**src/rtl/fxp_seq_mult_sm.sv**
```systemverilog
// Sequential sign-magnitude fixed-point multiplier.
// Consumes K multiplier bits per cycle, then rounds, saturates and signs the result.
//
// state | meaning
// IDLE  | waiting for start_i; valid_o pulses here for one cycle after DONE
// CALC  | one partial product of K multiplier bits accumulated per cycle
// DONE  | round, shift, clamp/wrap and register the result
module fxp_seq_mult_sm #(
  parameter int WIDTH    = 16,
  parameter int FBITS    = 10,
  parameter int K        = 1,
  parameter int ROUND    = 0,
  parameter int SATURATE = 1
) (
  input  logic             clk_i,
  input  logic             reset_i,
  input  logic             start_i,
  input  logic [WIDTH-1:0] in1_i,
  input  logic [WIDTH-1:0] in2_i,
  output logic [WIDTH-1:0] out_o,
  output logic             valid_o,
  output logic             overflow_o,
  output logic             busy_o
);

  localparam int M  = WIDTH - 1;
  localparam int C  = (M + K - 1) / K;
  localparam int CW = $clog2(C + 1);
  localparam logic [2*M:0] RND_ADD =
    (ROUND != 0) ? ((2*M+1)'(1) << (FBITS - 1)) : '0;

  typedef enum logic [1:0] {IDLE, CALC, DONE} state_t;

  state_t         state;
  logic [2*M-1:0] a_sh;
  logic [M-1:0]   b_q;
  logic           s_q;
  logic [2*M-1:0] acc;
  logic [CW-1:0]  cnt;

  logic [2*M-1:0] digit_ext;
  logic [2*M-1:0] partial;
  logic [2*M:0]   p_full;
  logic           ovf;
  logic [M-1:0]   mag;
  logic           sign;

  // Partial product of the shifted multiplicand and the current multiplier digit.
  always_comb begin
    digit_ext = {{(2*M-K){1'b0}}, b_q[K-1:0]};
    partial   = a_sh * digit_ext;
  end

  // Final rounding, scaling and overflow handling of the accumulated product.
  always_comb begin
    p_full = ({1'b0, acc} + RND_ADD) >> FBITS;
    ovf    = |p_full[2*M:M];
    mag    = p_full[M-1:0];
    if (ovf && (SATURATE != 0)) mag = '1;
    sign   = s_q & (|mag);
  end

  // Control FSM with registered datapath and outputs; cnt counts down to terminal zero.
  always_ff @(posedge clk_i) begin
    if (reset_i) begin
      state      <= IDLE;
      a_sh       <= '0;
      b_q        <= '0;
      s_q        <= 1'b0;
      acc        <= '0;
      cnt        <= '0;
      out_o      <= '0;
      valid_o    <= 1'b0;
      overflow_o <= 1'b0;
      busy_o     <= 1'b0;
    end else begin
      valid_o <= 1'b0;
      case (state)
        IDLE: begin
          if (start_i) begin
            a_sh   <= {{M{1'b0}}, in1_i[M-1:0]};
            b_q    <= in2_i[M-1:0];
            s_q    <= in1_i[WIDTH-1] ^ in2_i[WIDTH-1];
            acc    <= '0;
            cnt    <= CW'(C - 1);
            busy_o <= 1'b1;
            state  <= CALC;
          end
        end
        CALC: begin
          acc  <= acc + partial;
          a_sh <= a_sh << K;
          b_q  <= b_q >> K;
          if (cnt == '0) state <= DONE;
          else           cnt   <= cnt - 1'b1;
        end
        DONE: begin
          out_o      <= {sign, mag};
          overflow_o <= ovf;
          valid_o    <= 1'b1;
          busy_o     <= 1'b0;
          state      <= IDLE;
        end
        default: begin
          busy_o <= 1'b0;
          state  <= IDLE;
        end
      endcase
    end
  end

endmodule
```
**config.mk**
```make
export PLATFORM = sky130hd
export DESIGN_NAME = fxp_seq_mult_sm
export DESIGN_NICKNAME = d
export VERILOG_FILES = /design/src/rtl/fxp_seq_mult_sm.sv
export SDC_FILE = /design/constraint.sdc
export NUM_CORES = 1
export LEC_CHECK = 0
export ABC_CLOCK_PERIOD_IN_PS = 6700
export CORE_UTILIZATION = 60
export CTS_CLUSTER_DIAMETER = 150
export DETAILED_ROUTE_END_ITERATION = 16
export GPL_ROUTABILITY_DRIVEN = 0
export HOLD_SLACK_MARGIN = 0.03
export PLACE_DENSITY_LB_ADDON = 0.12
export RECOVER_POWER = 100
export SYNTH_ARGS = -nofsm -noshare
export SYNTH_HDL_FRONTEND = slang
export SYNTH_SLANG_ARGS = --single-unit
```
**constraint.sdc**
```tcl
create_clock -name clk_i -period 6.7 [get_ports clk_i]
set_clock_uncertainty 0.15 [all_clocks]
set_input_delay 1.34 -clock clk_i [delete_from_list [all_inputs] [get_ports clk_i]]
set_output_delay 1.34 -clock clk_i [all_outputs]
set_load 0.03 [all_outputs]
```
**After elaboration in Yosys (flattened, before gate mapping)**

Index checks and enable logic that the tools add are counted.
W data, S select, Z words.

- Bits in registers: 101
- Latch bits: 0
- Bits in writable memories: 0
- Memory bits (read-only): 0
- Bits of input ports: 35
- Output and inout bits: 19
- Logic and storage cells: 47
- Memories kept: 0

- Add/subtract/negate cells: 2
- Multiply operators: 1
- Divide/modulo/power cells: 0
- Order comparisons: 0
- Eq/ne operators: 5
- Shifts and indexed selects: 0
- Mux-type cells: 16
- Bitwise operators: 3
- Reductions and logical operators: 10

Operator list:

| cell | number |
|---|---|
| $pmux W30 S2 | 2 |
| $mux W30 | 2 |
| $add A30 B30 Y30 | 1 |
| $mul A30 B1 Y30 | 1 |
| $mux W15 | 2 |
| $pmux W15 S2 | 1 |
| $reduce_or A15 Y1 | 1 |
| $mux W4 | 2 |
| $pmux W4 S2 | 1 |
| $reduce_and A2 Y1 | 4 |
| $ne A2 B2 Y1 const B | 3 |
| $reduce_or A5 Y1 | 1 |
| $logic_not A4 Y1 | 1 |
| $mux W2 | 2 |
| $pmux W2 S2 | 1 |
| $sub A4 B1 Y4 const B | 1 |
| $reduce_and A3 Y1 | 1 |
| $eq A2 B1 Y1 const B | 1 |
| $eq A2 B2 Y1 const B | 1 |
| $logic_not A2 Y1 | 1 |
| $mux W1 | 2 |
| $pmux W1 S2 | 1 |
| $reduce_bool A2 Y1 | 1 |
| $and A1 B1 Y1 | 1 |
| other kinds (2) | 2 |

**Logic depth before layout (Yosys ltp)**

- Depth after elaboration: 4
- Mapped depth: 12
- Mapped depth without buffers: 11

**Worst setup path before layout**

OpenSTA, ideal clock, no wires.

- Path type: register -> register
- From: register b_q[0]
- To: register acc[22]
- Data arrival time: 2.492 ns
- Slack: 3.941 ns
- Cell stages (with the launch flop): 13
- Path buffers: 1
- Clock period less this slack: 2.759 ns
- Path through: dfxtp_1 -> clkbuf_1 -> and2_1 -> ha_1 -> inv_1 -> fa_1 -> nor2b_1 -> o211ai_1 -> a31o_1 -> a211o_1 -> a21oi_1 -> mux2i_1 -> nand2_1

- Cells in the longest elaborated chain, start to end: 3

RTL lines:

| what | RTL line | RTL |
|---|---|---|
| from (decl) | 36 | `logic [M-1:0] b_q;` |
| from (signal assigned) | 82 | `b_q <= in2_i[M-1:0];` |
| from (signal assigned) | 93 | `b_q <= b_q >> K;` |
| $mul A30 B1 Y30 | 51 | `partial = a_sh * digit_ext;` |
| $add A30 B30 Y30 | 91 | `acc <= acc + partial;` |
| $pmux W30 S2 | 78 | `case (state)` |
| to (signal assigned) | 91 |  |
| to (decl) | 38 | `logic [2*M-1:0] acc;` |

Every way passes these cells.
A chain may end at the register's enable or synchronous reset.

==> impl_metrics.toml <==
[outcome]
outcome = "complete, but fails checks"
violations = "max-capacitance violations, max-slew violations"

[power_and_ir_drop]
power.leakage_nw = 2.641
power.switching_uw = 390.2
power_frac_seq_pct = 51.7
p_clk_share_pct = 33.0
p_sw_share_pct = 30.37
p_int_uw = 894.6
p_comb_share_pct = 15.3
ir_worst_vdd_mv = 0.1237
p_per_area_nw_per_um2 = 201.9

[synthesis]
synth_edf_count = 0
synth_cell_types = 64
yosys_warnings = 0
synth_area_sq_um = 5643
netlist.area_leader.share_pct = 35.83
synthesis.nets = 784
ys_seq_area_share_pct = 35.83
async_reset_ff_share_pct = 0
synth_top_area_cell = "dfxtp_1"
synth_area_leaders = "dfxtp_1 (36%), nand2_1 (7.5%), nor2_1 (7.2%), ha_1 (6.7%), a311oi_1 (4.7%)"
avgSynthCellArea_sq_um = 7.859
synthCells = 718
synth_ff_type = "dfxtp_1"
ys_ff_latch = 101

[worst_setup_path]
r2r_end = "acc[26]$_SDFFE_PP0P_"
worstRegToRegCells = 11
r2r_start = "b_q[0]$_SDFFE_PP0P_"
critPathKind = "in -> reg"
cp-start-kind = "input port"
cp-startpoint = "reset_i"
critPathCaptureType = "flop"
critPathRequiredTime_ns = 6.83
worstPathMaxFanout = 65
ff2ff_setup_slack_ns = 3.07
arrival_ns = 4.95

[cts]
clkLatencyLatePin_ns = 0.38
ctsLongestPathBuffers = 2
cts_root_buffer = "clkbuf_8"
cts_made_buffers = 9
post_cts_buffers = 0
h-tree-depth = 3
cts_tree = "built"
cts_resized = 0
cts.sinks = 101
path_clk_slew_ns = 0.11
hold_buffers = 0

[placement]
placed_area_sq_um = 6156
hpwlAfterDp_um = 9506
placed_cells = 845
port_buffers = 53

[grt]
grt.total_usage_pct = 28.57
grt_max_degree = 66
grt_pass1_vias = 4783
overflow = 0
antenna_found_initial = 0
grt_first_pass_wirelength_um = 22650

[min_path]
hold_path_class = "reg -> reg"
holdPathStages = 2
min_to = "overflow_o$_SDFFE_PP0P_"
hp-start = "overflow_o$_SDFFE_PP0P_"

[timing]
rsz0062_at_grt = "no"
tns_ns = 0
period_share_pct = 71.87
setup_viol = 0
hold_ws_ns = 0.3095
fin_crit_ns = 4.815
worstMarginPinSlew_ns = 2.881
slew_violations = 66
hold_viol = 0
timing.fmax_mhz = 207.7
max_slew_margin_pct = -92.05

[cells_and_area]
nNetsFinal = 811
area_delta_synth_final_pct = 12.75
antenna_cells = 0
stdcell_count = 861
layout_commonest_cell = "nand2_1"
utilization_pct = 69.18
drive_above_1_share_pct = 4.667
design_area_sq_um = 6362
layout_common_cells = "nand2_1 (113), nor2_1 (106), dfxtp_1 (101)"

[die]
fp.dieArea_sq_um = 9797
num_io_pins = 54
die_h_um = 98.98
initial_core_util_pct = 61.36
rows = 35
coreArea_sq_um = 9196
fp.dieW_um = 98.98

[flow_run]
maxCapViolations = 1

[routing]
route.detailed.drc = 0
route.final.wire_length_um = 13510
vias = 5231
dr.pass1.iters = 5
ant_nets = 0
drt_iter0_markers = 307
via_per_inst = 6.075
drt-wirelength-per-cell_um = 15.69
[flip-flops by register name, summed over array words and instances (netlist names)]
register,count
cnt,4
acc,30
out_o,16
b_q,15
state,2
busy_o,1
valid_o,1
overflow_o,1
s_q,1
a_sh,30
[power groups by stage]
stage,clock network [mW],logic (mW),registers [mW]
2_1_floorplan,0,0.133,0.676
3_3_place_gp,0,0.191,0.675
3_5_place_dp,0,0.198,0.678
4_1_cts,0.428,0.199,0.664
5_1_grt,0.451,0.221,0.669
6_report,0.425,0.197,0.664
[routing by layer]
layer	vias to the layer above	global-route usage, %	part of all wire (%)
met5	-	0	0
met4	0	9.185	2.1
li1	2611	-	-
met2	153	47.55	47
met3	29	3.617	5.2
met1	2438	38.48	45
[worst max path at each step]
stage                     slack [ns]  depth (start not counted)                   end
after floorplan                 3.94                         12  acc[22]$_SDFFE_PP0P_
after global placement          2.60                          8  acc[27]$_SDFFE_PP0P_
after detailed placement        2.53                          8  acc[27]$_SDFFE_PP0P_
after CTS                       2.94                          8  acc[27]$_SDFFE_PP0P_
after global routing            1.49                          7  acc[27]$_SDFFE_PP0P_
final                           1.88                          7  acc[27]$_SDFFE_PP0P_
[Yosys cell counts (all sizes together), types with 8 or more instances]
master and instances:
a211oi 11, a21oi 37, a22o 16, a311oi 31, and2 33, and3 8, buf 10, clkbuf 32
dfxtp 101, ha 30, inv 14, nand2 114, nand3 9, nor2 108, nor3 22, o21ai 37
xnor2 11, xor2 8
[cell type report]
type / count / area (sq um)
Timing Repair Buffer: 58 / 555.5
Inverter: 14 / 52.55
Tap cell: 111 / 138.9
Sequential cell: 101 / 2022
Fill cell: 787 / 2834
Clock buffer: 9 / 123.9
Multi-Input combinational cell: 561 / 3379
Clock inverter: 7 / 90.09
[logic make-up (layout without fill, tap and decap cells)]
kind of cell / after synthesis / after routing / synth area share (%)
mux: 6 / 6 / 1.064
compound gates: 180 / 180 / 22.46
buf+inv: 56 / 88 / 4.501
simple gates: 325 / 325 / 26.19
flops: 101 / 101 / 35.83
fa+ha+maj: 31 / 31 / 7.007
xor+xnor: 19 / 19 / 2.949
[stage by stage]
step / worst slack, ns / power, mW
final: 1.885 / 1.285
after global routing: 1.494 / 1.340
after CTS: 2.943 / 1.290
after detailed placement: 2.533 / 0.8756
after global placement: 2.602 / 0.8665
after floorplan: 3.941 / 0.8091
[critical path: stages]
cell      delay [ns]
buf_2           0.08
clkbuf_1        2.03
nor2_2          0.61
buf_4           0.44
nand2_1         0.09
o21ai_0         0.07
a211o_1         0.26
No activity file was read; power rests on OpenSTA's default activity.
